===== config.mk =====
export PLATFORM = sky130hd
export DESIGN_NAME = cic_interp_hs
export DESIGN_NICKNAME = d
export VERILOG_FILES = /design/src/rtl/cic_interp_hs.sv
export SDC_FILE = /design/constraint.sdc
export NUM_CORES = 2
export LEC_CHECK = 0
export ABC_AREA = 1
export CORE_ASPECT_RATIO = 0.6
export CORE_UTILIZATION = 51
export CTS_CLUSTER_DIAMETER = 80
export DETAILED_ROUTE_END_ITERATION = 7
export PLACE_DENSITY = 0.7
export SETUP_SLACK_MARGIN = 0.5
export SLEW_MARGIN = 10
export SYNTH_ARGS = -nofsm -noshare
export SYNTH_HDL_FRONTEND = slang
export SYNTH_SLANG_ARGS = --single-unit

===== constraint.sdc =====
create_clock -name clock -period 7.7 [get_ports clock]
set_clock_uncertainty 0.05 [all_clocks]
set_input_delay 1.54 -clock clock [delete_from_list [all_inputs] [get_ports clock]]
set_output_delay 1.54 -clock clock [all_outputs]
set_load 0.03 [all_outputs]

===== src/rtl/cic_interp_hs.sv =====
// Runtime-rate CIC interpolator: one-entry handshake buffer, strobe-paced phase
// counter, comb/integrator chain and round-half-up, saturating gain normalisation.
module cic_interp_hs #(
    parameter int BW            = 18,
    parameter int N             = 4,
    parameter int LOG2_MAX_RATE = 7
) (
    input  logic                   clock,
    input  logic                   reset_n,
    input  logic                   enable,
    input  logic [LOG2_MAX_RATE:0] rate,
    input  logic                   strobe_out,
    input  logic                   in_valid,
    output logic                   in_ready,
    input  logic [BW-1:0]          signal_in,
    output logic                   out_valid,
    output logic [BW-1:0]          signal_out,
    output logic                   underrun
);

    localparam int W  = BW + (N - 1) * LOG2_MAX_RATE;
    localparam int RW = LOG2_MAX_RATE + 1;
    localparam int PW = (LOG2_MAX_RATE > 0) ? LOG2_MAX_RATE : 1;
    localparam int SW = $clog2((N - 1) * LOG2_MAX_RATE + 2);

    localparam logic [RW-1:0]       MAXR   = RW'(1) << LOG2_MAX_RATE;
    localparam logic signed [W:0]   SAT_HI = $signed({{(W-BW+2){1'b0}}, {(BW-1){1'b1}}});
    localparam logic signed [W:0]   SAT_LO = $signed({{(W-BW+2){1'b1}}, {(BW-1){1'b0}}});

    // Normalisation shift (N-1)*ceil(log2(r)) for an already clamped rate.
    function automatic logic [SW-1:0] norm_shift(input logic [RW-1:0] r);
        logic [SW-1:0] c;
        logic [RW-1:0] p;
        c = '0;
        for (int i = 0; i < LOG2_MAX_RATE; i++) begin
            p = RW'(1 << i);
            if (r > p) c = SW'(i + 1);
        end
        return SW'((N - 1) * int'(c));
    endfunction

    logic                   captured;
    logic [RW-1:0]          r_cap;
    logic [SW-1:0]          s_cap;
    logic [RW-1:0]          rate_clamped;
    logic [RW-1:0]          r_eff;
    logic [PW-1:0]          phase;
    logic                   phase_wrap;
    logic                   buf_full;
    logic                   buf_full_n;
    logic signed [BW-1:0]   buf_data;
    logic                   load;
    logic                   consume;
    logic                   strobe_d;
    logic signed [W-1:0]    comb_dly [N];
    logic signed [W-1:0]    comb_x   [N+1];
    logic signed [W-1:0]    comb_q;
    logic signed [W-1:0]    integ    [N];
    logic signed [W:0]      x_ext;
    logic signed [W:0]      rnd;
    logic signed [W:0]      y_full;
    logic [BW-1:0]          y_sat;

    always_comb begin
        rate_clamped = rate;
        if (rate == '0)
            rate_clamped = RW'(1);
        else if (rate > MAXR)
            rate_clamped = MAXR;
    end

    // Until the capture cycle has registered, the clamped live rate is the one in force.
    assign r_eff      = captured ? r_cap : rate_clamped;
    assign phase_wrap = (RW'(phase) == (r_eff - RW'(1)));
    assign load       = in_valid & in_ready;
    assign consume    = enable & strobe_out & (phase == '0);
    assign buf_full_n = load ? 1'b1 : (consume ? 1'b0 : buf_full);

    always_comb begin
        comb_x[0] = buf_full ? W'(buf_data) : '0;
        for (int k = 0; k < N; k++)
            comb_x[k+1] = comb_x[k] - comb_dly[k];
    end

    always_comb begin
        x_ext  = {integ[N-1][W-1], integ[N-1]};
        rnd    = (s_cap == '0) ? '0 : ((W+1)'(1) << (s_cap - SW'(1)));
        y_full = (x_ext + rnd) >>> s_cap;
        if (y_full > SAT_HI)
            y_sat = SAT_HI[BW-1:0];
        else if (y_full < SAT_LO)
            y_sat = SAT_LO[BW-1:0];
        else
            y_sat = y_full[BW-1:0];
    end

    always_ff @(posedge clock or negedge reset_n) begin
        if (!reset_n) begin
            captured   <= 1'b0;
            r_cap      <= '0;
            s_cap      <= '0;
            phase      <= '0;
            buf_full   <= 1'b0;
            buf_data   <= '0;
            in_ready   <= 1'b0;
            underrun   <= 1'b0;
            comb_q     <= '0;
            strobe_d   <= 1'b0;
            out_valid  <= 1'b0;
            signal_out <= '0;
            for (int k = 0; k < N; k++) begin
                comb_dly[k] <= '0;
                integ[k]    <= '0;
            end
        end else if (!enable) begin
            captured   <= 1'b0;
            r_cap      <= '0;
            s_cap      <= '0;
            phase      <= '0;
            buf_full   <= 1'b0;
            buf_data   <= '0;
            in_ready   <= 1'b0;
            underrun   <= 1'b0;
            comb_q     <= '0;
            strobe_d   <= 1'b0;
            out_valid  <= 1'b0;
            signal_out <= '0;
            for (int k = 0; k < N; k++) begin
                comb_dly[k] <= '0;
                integ[k]    <= '0;
            end
        end else begin
            captured <= 1'b1;
            if (!captured) begin
                r_cap <= rate_clamped;
                s_cap <= norm_shift(rate_clamped);
            end

            buf_full <= buf_full_n;
            in_ready <= ~buf_full_n;
            if (load)
                buf_data <= signal_in;

            if (strobe_out)
                phase <= phase_wrap ? '0 : phase + PW'(1);

            // An empty buffer feeds zero into the combs and latches the underrun.
            if (consume) begin
                for (int k = 0; k < N; k++)
                    comb_dly[k] <= comb_x[k];
                comb_q <= comb_x[N];
                if (!buf_full)
                    underrun <= 1'b1;
            end

            if (strobe_out) begin
                integ[0] <= integ[0] + (consume ? comb_q : '0);
                for (int k = 1; k < N; k++)
                    integ[k] <= integ[k] + integ[k-1];
            end

            strobe_d  <= strobe_out;
            out_valid <= strobe_d;
            if (strobe_d)
                signal_out <= y_sat;
        end
    end

endmodule

==> reports/qor.json <==
{
  "outcome": "finished, final reports clean",
  "synthDominantCellAreaShare": 0.279,
  "final_nets": 5869,
  "ys_seq_area_frac": 0.279,
  "power_per_cell_area_nw_per_um2": 541,
  "clock_insertion_delay_worst_skew_ns": 0.59,
  "drive_gt1_frac": 0.126,
  "timing.critical_path.to": "comb_q[38]$_DFFE_PN0P_",
  "layout_min_cycle_time_ns": 7.41,
  "placed_cell_area_um2": 37200,
  "postLayoutCellArea_um2": 41400,
  "htreeDepth": 2,
  "p_leak_nw": 20.5,
  "worst_slew_margin_rel": 0.221,
  "num_antenna_cells": 0,
  "design.portCount": 52,
  "drt_first_iter_violations": 3708,
  "drv.max_cap_violation_count": 0,
  "path_max_fanout": 6,
  "worst_setup_path_startpoint": "buf_full$_DFF_PN0_",
  "wl_per_cell_um": 18.2,
  "min_delay_path_depth": 2,
  "dieWidth_um": 341,
  "totalNegativeSetupSlack_ns": 0,
  "tritoncts.num_buffers": 42,
  "detail_route.first_pass.iterations": 6,
  "postSynthRegisterBits": 392,
  "port_buffers": 51,
  "number_of_buffers_added_to_fix_hold_violations_after_cts": 0,
  "postSynthNetCount": 5702,
  "cp.required_ns": 8.18,
  "synth_most_common_cell": "sky130_fd_sc_hd__nand2_1",
  "setup_repair_after_global_routing_missed_its_margin": "true",
  "worst_r2r_path_depth": 49,
  "core_area_um2": 68100,
  "die_area_um2": 70100,
  "detailed_route_drc_error_count": 0,
  "antenna_violating_nets_remaining": 0,
  "route.met3.wl_um": 15500,
  "synthesis.instances": 5340,
  "row_count": 74,
  "cts.sink_count": 392,
  "cts_buffer_depth": 3,
  "via_per_inst": 5.68,
  "fin_total_pwr_w": 0.0224,
  "synthToLayoutAreaGrowth_pct": 17.7,
  "syn_area_um2": 35200,
  "worst_ep_arrival_time_ns": 7.89,
  "timing.critical_path.mode_cell": "sky130_fd_sc_hd__o21ai_2",
  "post-dp-hpwl_um": 87600,
  "yosys-top-cells-count": "sky130_fd_sc_hd__nand2_1 (1,446), sky130_fd_sc_hd__inv_1 (695), sky130_fd_sc_hd__nor2_1 (490)",
  "synth.largest_area_cell": "sky130_fd_sc_hd__dfrtp_1",
  "async_flop_share": 1.00,
  "global_route.overflow_total": 0,
  "setup.worst_path.start_class": "register",
  "initial_util": 0.517,
  "ctsRootBufferMaster": "sky130_fd_sc_hd__clkbuf_16",
  "chipHeight_um": 206,
  "synth-edff-count": 0,
  "path_category_of_the_worst_min_delay_check": "reg2reg",
  "drv_slew": 0,
  "synth_top_flop_cell": "sky130_fd_sc_hd__dfrtp_1",
  "routed.top_layer": "met5",
  "ir_worst_vdd_uv": 818,
  "grt.total_usage": 0.315,
  "synthTopCellsByArea": "sky130_fd_sc_hd__dfrtp_1 (28%), sky130_fd_sc_hd__nand2_1 (15%), sky130_fd_sc_hd__ha_1 (11%)",
  "achievable-frequency_ghz": 0.135,
  "grt_antenna_before_repair": 3,
  "transition_time_at_the_pin_with_the_least_slew_margin_ns": 1.16,
  "grt_first_pass_wirelength_um": 176000,
  "grt_max_degree": 147,
  "routed_wirelength_um": 118000,
  "timing.final.hold_violations": 0,
  "yosys_warnings": 0,
  "gp_congestion": 1.06,
  "final_min_period_over_clock_period": 0.962,
  "yosysUniqueCellTypes": 64,
  "rr_startpoint": "buf_full$_DFF_PN0_",
  "met2WireLength_um": 39800,
  "tritoncts_clock_tree": "yes",
  "setup.worst_path.end_class": "register",
  "regToRegSetupSlack_ns": 0.29,
  "mean_post_synth_cell_area_um2": 6.59,
  "wirelength_met1_um": 61300,
  "num_vias": 36646,
  "crit_path_slowest_cell": "sky130_fd_sc_hd__dfrtp_2",
  "worstSetupPathType": "reg2reg",
  "cts.clk_slew.worst_paths_ns": 0.07,
  "cp_slowest_stage_delay_ns": 0.46,
  "first_global_vias": 30925,
  "worst_r2r_endpoint": "comb_q[38]$_DFFE_PN0P_",
  "setup-violations-final": 0
}
cells in the final DEF (no fill, tap or decap), types with 25 or more instances in the layout:
cell / instances
sky130_fd_sc_hd__nand2_1: 1391
sky130_fd_sc_hd__a21oi_1: 379
sky130_fd_sc_hd__clkbuf_16: 43
sky130_fd_sc_hd__dfrtp_1: 391
sky130_fd_sc_hd__o21a_1: 25
sky130_fd_sc_hd__buf_4: 204
sky130_fd_sc_hd__nor2_2: 29
sky130_fd_sc_hd__o21ai_0: 418
sky130_fd_sc_hd__ha_4: 36
sky130_fd_sc_hd__inv_2: 31
sky130_fd_sc_hd__nor2_1: 459
sky130_fd_sc_hd__nand3_1: 285
sky130_fd_sc_hd__xnor2_1: 37
sky130_fd_sc_hd__ha_1: 273
sky130_fd_sc_hd__a31oi_1: 31
sky130_fd_sc_hd__nor3_1: 30
sky130_fd_sc_hd__inv_1: 672
sky130_fd_sc_hd__nand4_1: 26
sky130_fd_sc_hd__a21oi_2: 66
sky130_fd_sc_hd__o22ai_1: 69
sky130_fd_sc_hd__clkdlybuf4s50_1: 49
sky130_fd_sc_hd__xor2_1: 92
sky130_fd_sc_hd__o31ai_1: 47
sky130_fd_sc_hd__o21ai_1: 33
sky130_fd_sc_hd__nand2_2: 56
worst min-delay path by stage:
stage | from | to | slack, ns
finish | signal_out[14]$_DFFE_PN0P_ | signal_out[14]$_DFFE_PN0P_ | 0.42
global route | signal_out[14]$_DFFE_PN0P_ | signal_out[14]$_DFFE_PN0P_ | 0.44
CTS | signal_out[14]$_DFFE_PN0P_ | signal_out[14]$_DFFE_PN0P_ | 0.43
detailed placement | signal_out[14]$_DFFE_PN0P_ | signal_out[14]$_DFFE_PN0P_ | 0.42
global placement | signal_out[2]$_DFFE_PN0P_ | signal_out[2]$_DFFE_PN0P_ | 0.41
floorplan | comb_dly[37]$_DFFE_PN0P_ | comb_dly[37]$_DFFE_PN0P_ | 0.40
power breakdown:
part,switching [W],internal (W)
clock,0.000955,0.00128
combinational,0.0103,0.00749
sequential,0.0000948,0.00231
critical path: cells and delay by family (launching register included):
kind	cells	cell delay [ns]
AND/OR/NAND/NOR	17	1.65
adder cells (fa/ha/maj)	4	1.12
flip-flops	1	0.46
XOR/XNOR	4	0.85
buffers and inverters	10	1.09
AO/OA/AOI/OAI	14	2.15
metrics by stage:
stage	worst slack, ns	instances	hold slack (ns)	utilization
after floorplan	0.532	5340	0.399	-
after global placement	0.182	6279	0.412	0.546
after detailed placement	-0.283	6279	0.415	0.546
after CTS	0.492	6382	0.432	0.578
after global routing	-0.0459	6452	0.444	0.608
final	0.290	6452	0.424	0.608
kinds of logic (layout without fill, tap and decap cells):
group                      count (synthesis)  count (layout)  synth area share
xor gates and xnor gates                 162             162            0.0403
DFF                                      392             392             0.279
other                                      1               1          0.000107
buffers and inverters                    854            1054            0.0924
muxes                                      2               2          0.000569
and+or+nand+nor                         2365            2365             0.273
adders and majority gates                331             331             0.120
AOI/OAI and AO/OA                       1233            1233             0.195
layer usage:
metal / up-vias / GRT usage
met3: 98 / 0.114
met5: - / 0
met2: 1520 / 0.340
met1: 17042 / 0.552
li1: 17984 / -
met4: 2 / 0.0332
state kept, by name, summed over array words and instances, names as in the netlist:
name and flops:
in_ready 1, buf_full 1, captured 1, comb_dly 135, underrun 1, integ 156
strobe_d 1, out_valid 1, phase 7, signal_out 18, r_cap 8, comb_q 39
s_cap 5, buf_data 18
layout make-up:
| cell class | instances | area [um^2] |
|---|---|---|
| Clock buffer | 54 | 1210 |
| Clock inverter | 23 | 256 |
| Fill cell | 6362 | 26700 |
| Inverter | 710 | 2670 |
| Multi-Input combinational cell | 4094 | 24200 |
| Sequential cell | 392 | 9810 |
| Tap cell | 912 | 1140 |
| Timing Repair Buffer | 267 | 2190 |
repair_timing:
action                                  4_1_cts  5_1_grt
gates resized for setup                     128      329
pin swaps                                    62      184
hold endpoints to repair                      0        0
setup buffers                                26       70
endpoints found under the setup margin       16       20
Note: power is estimated with default switching activity, not from simulation.
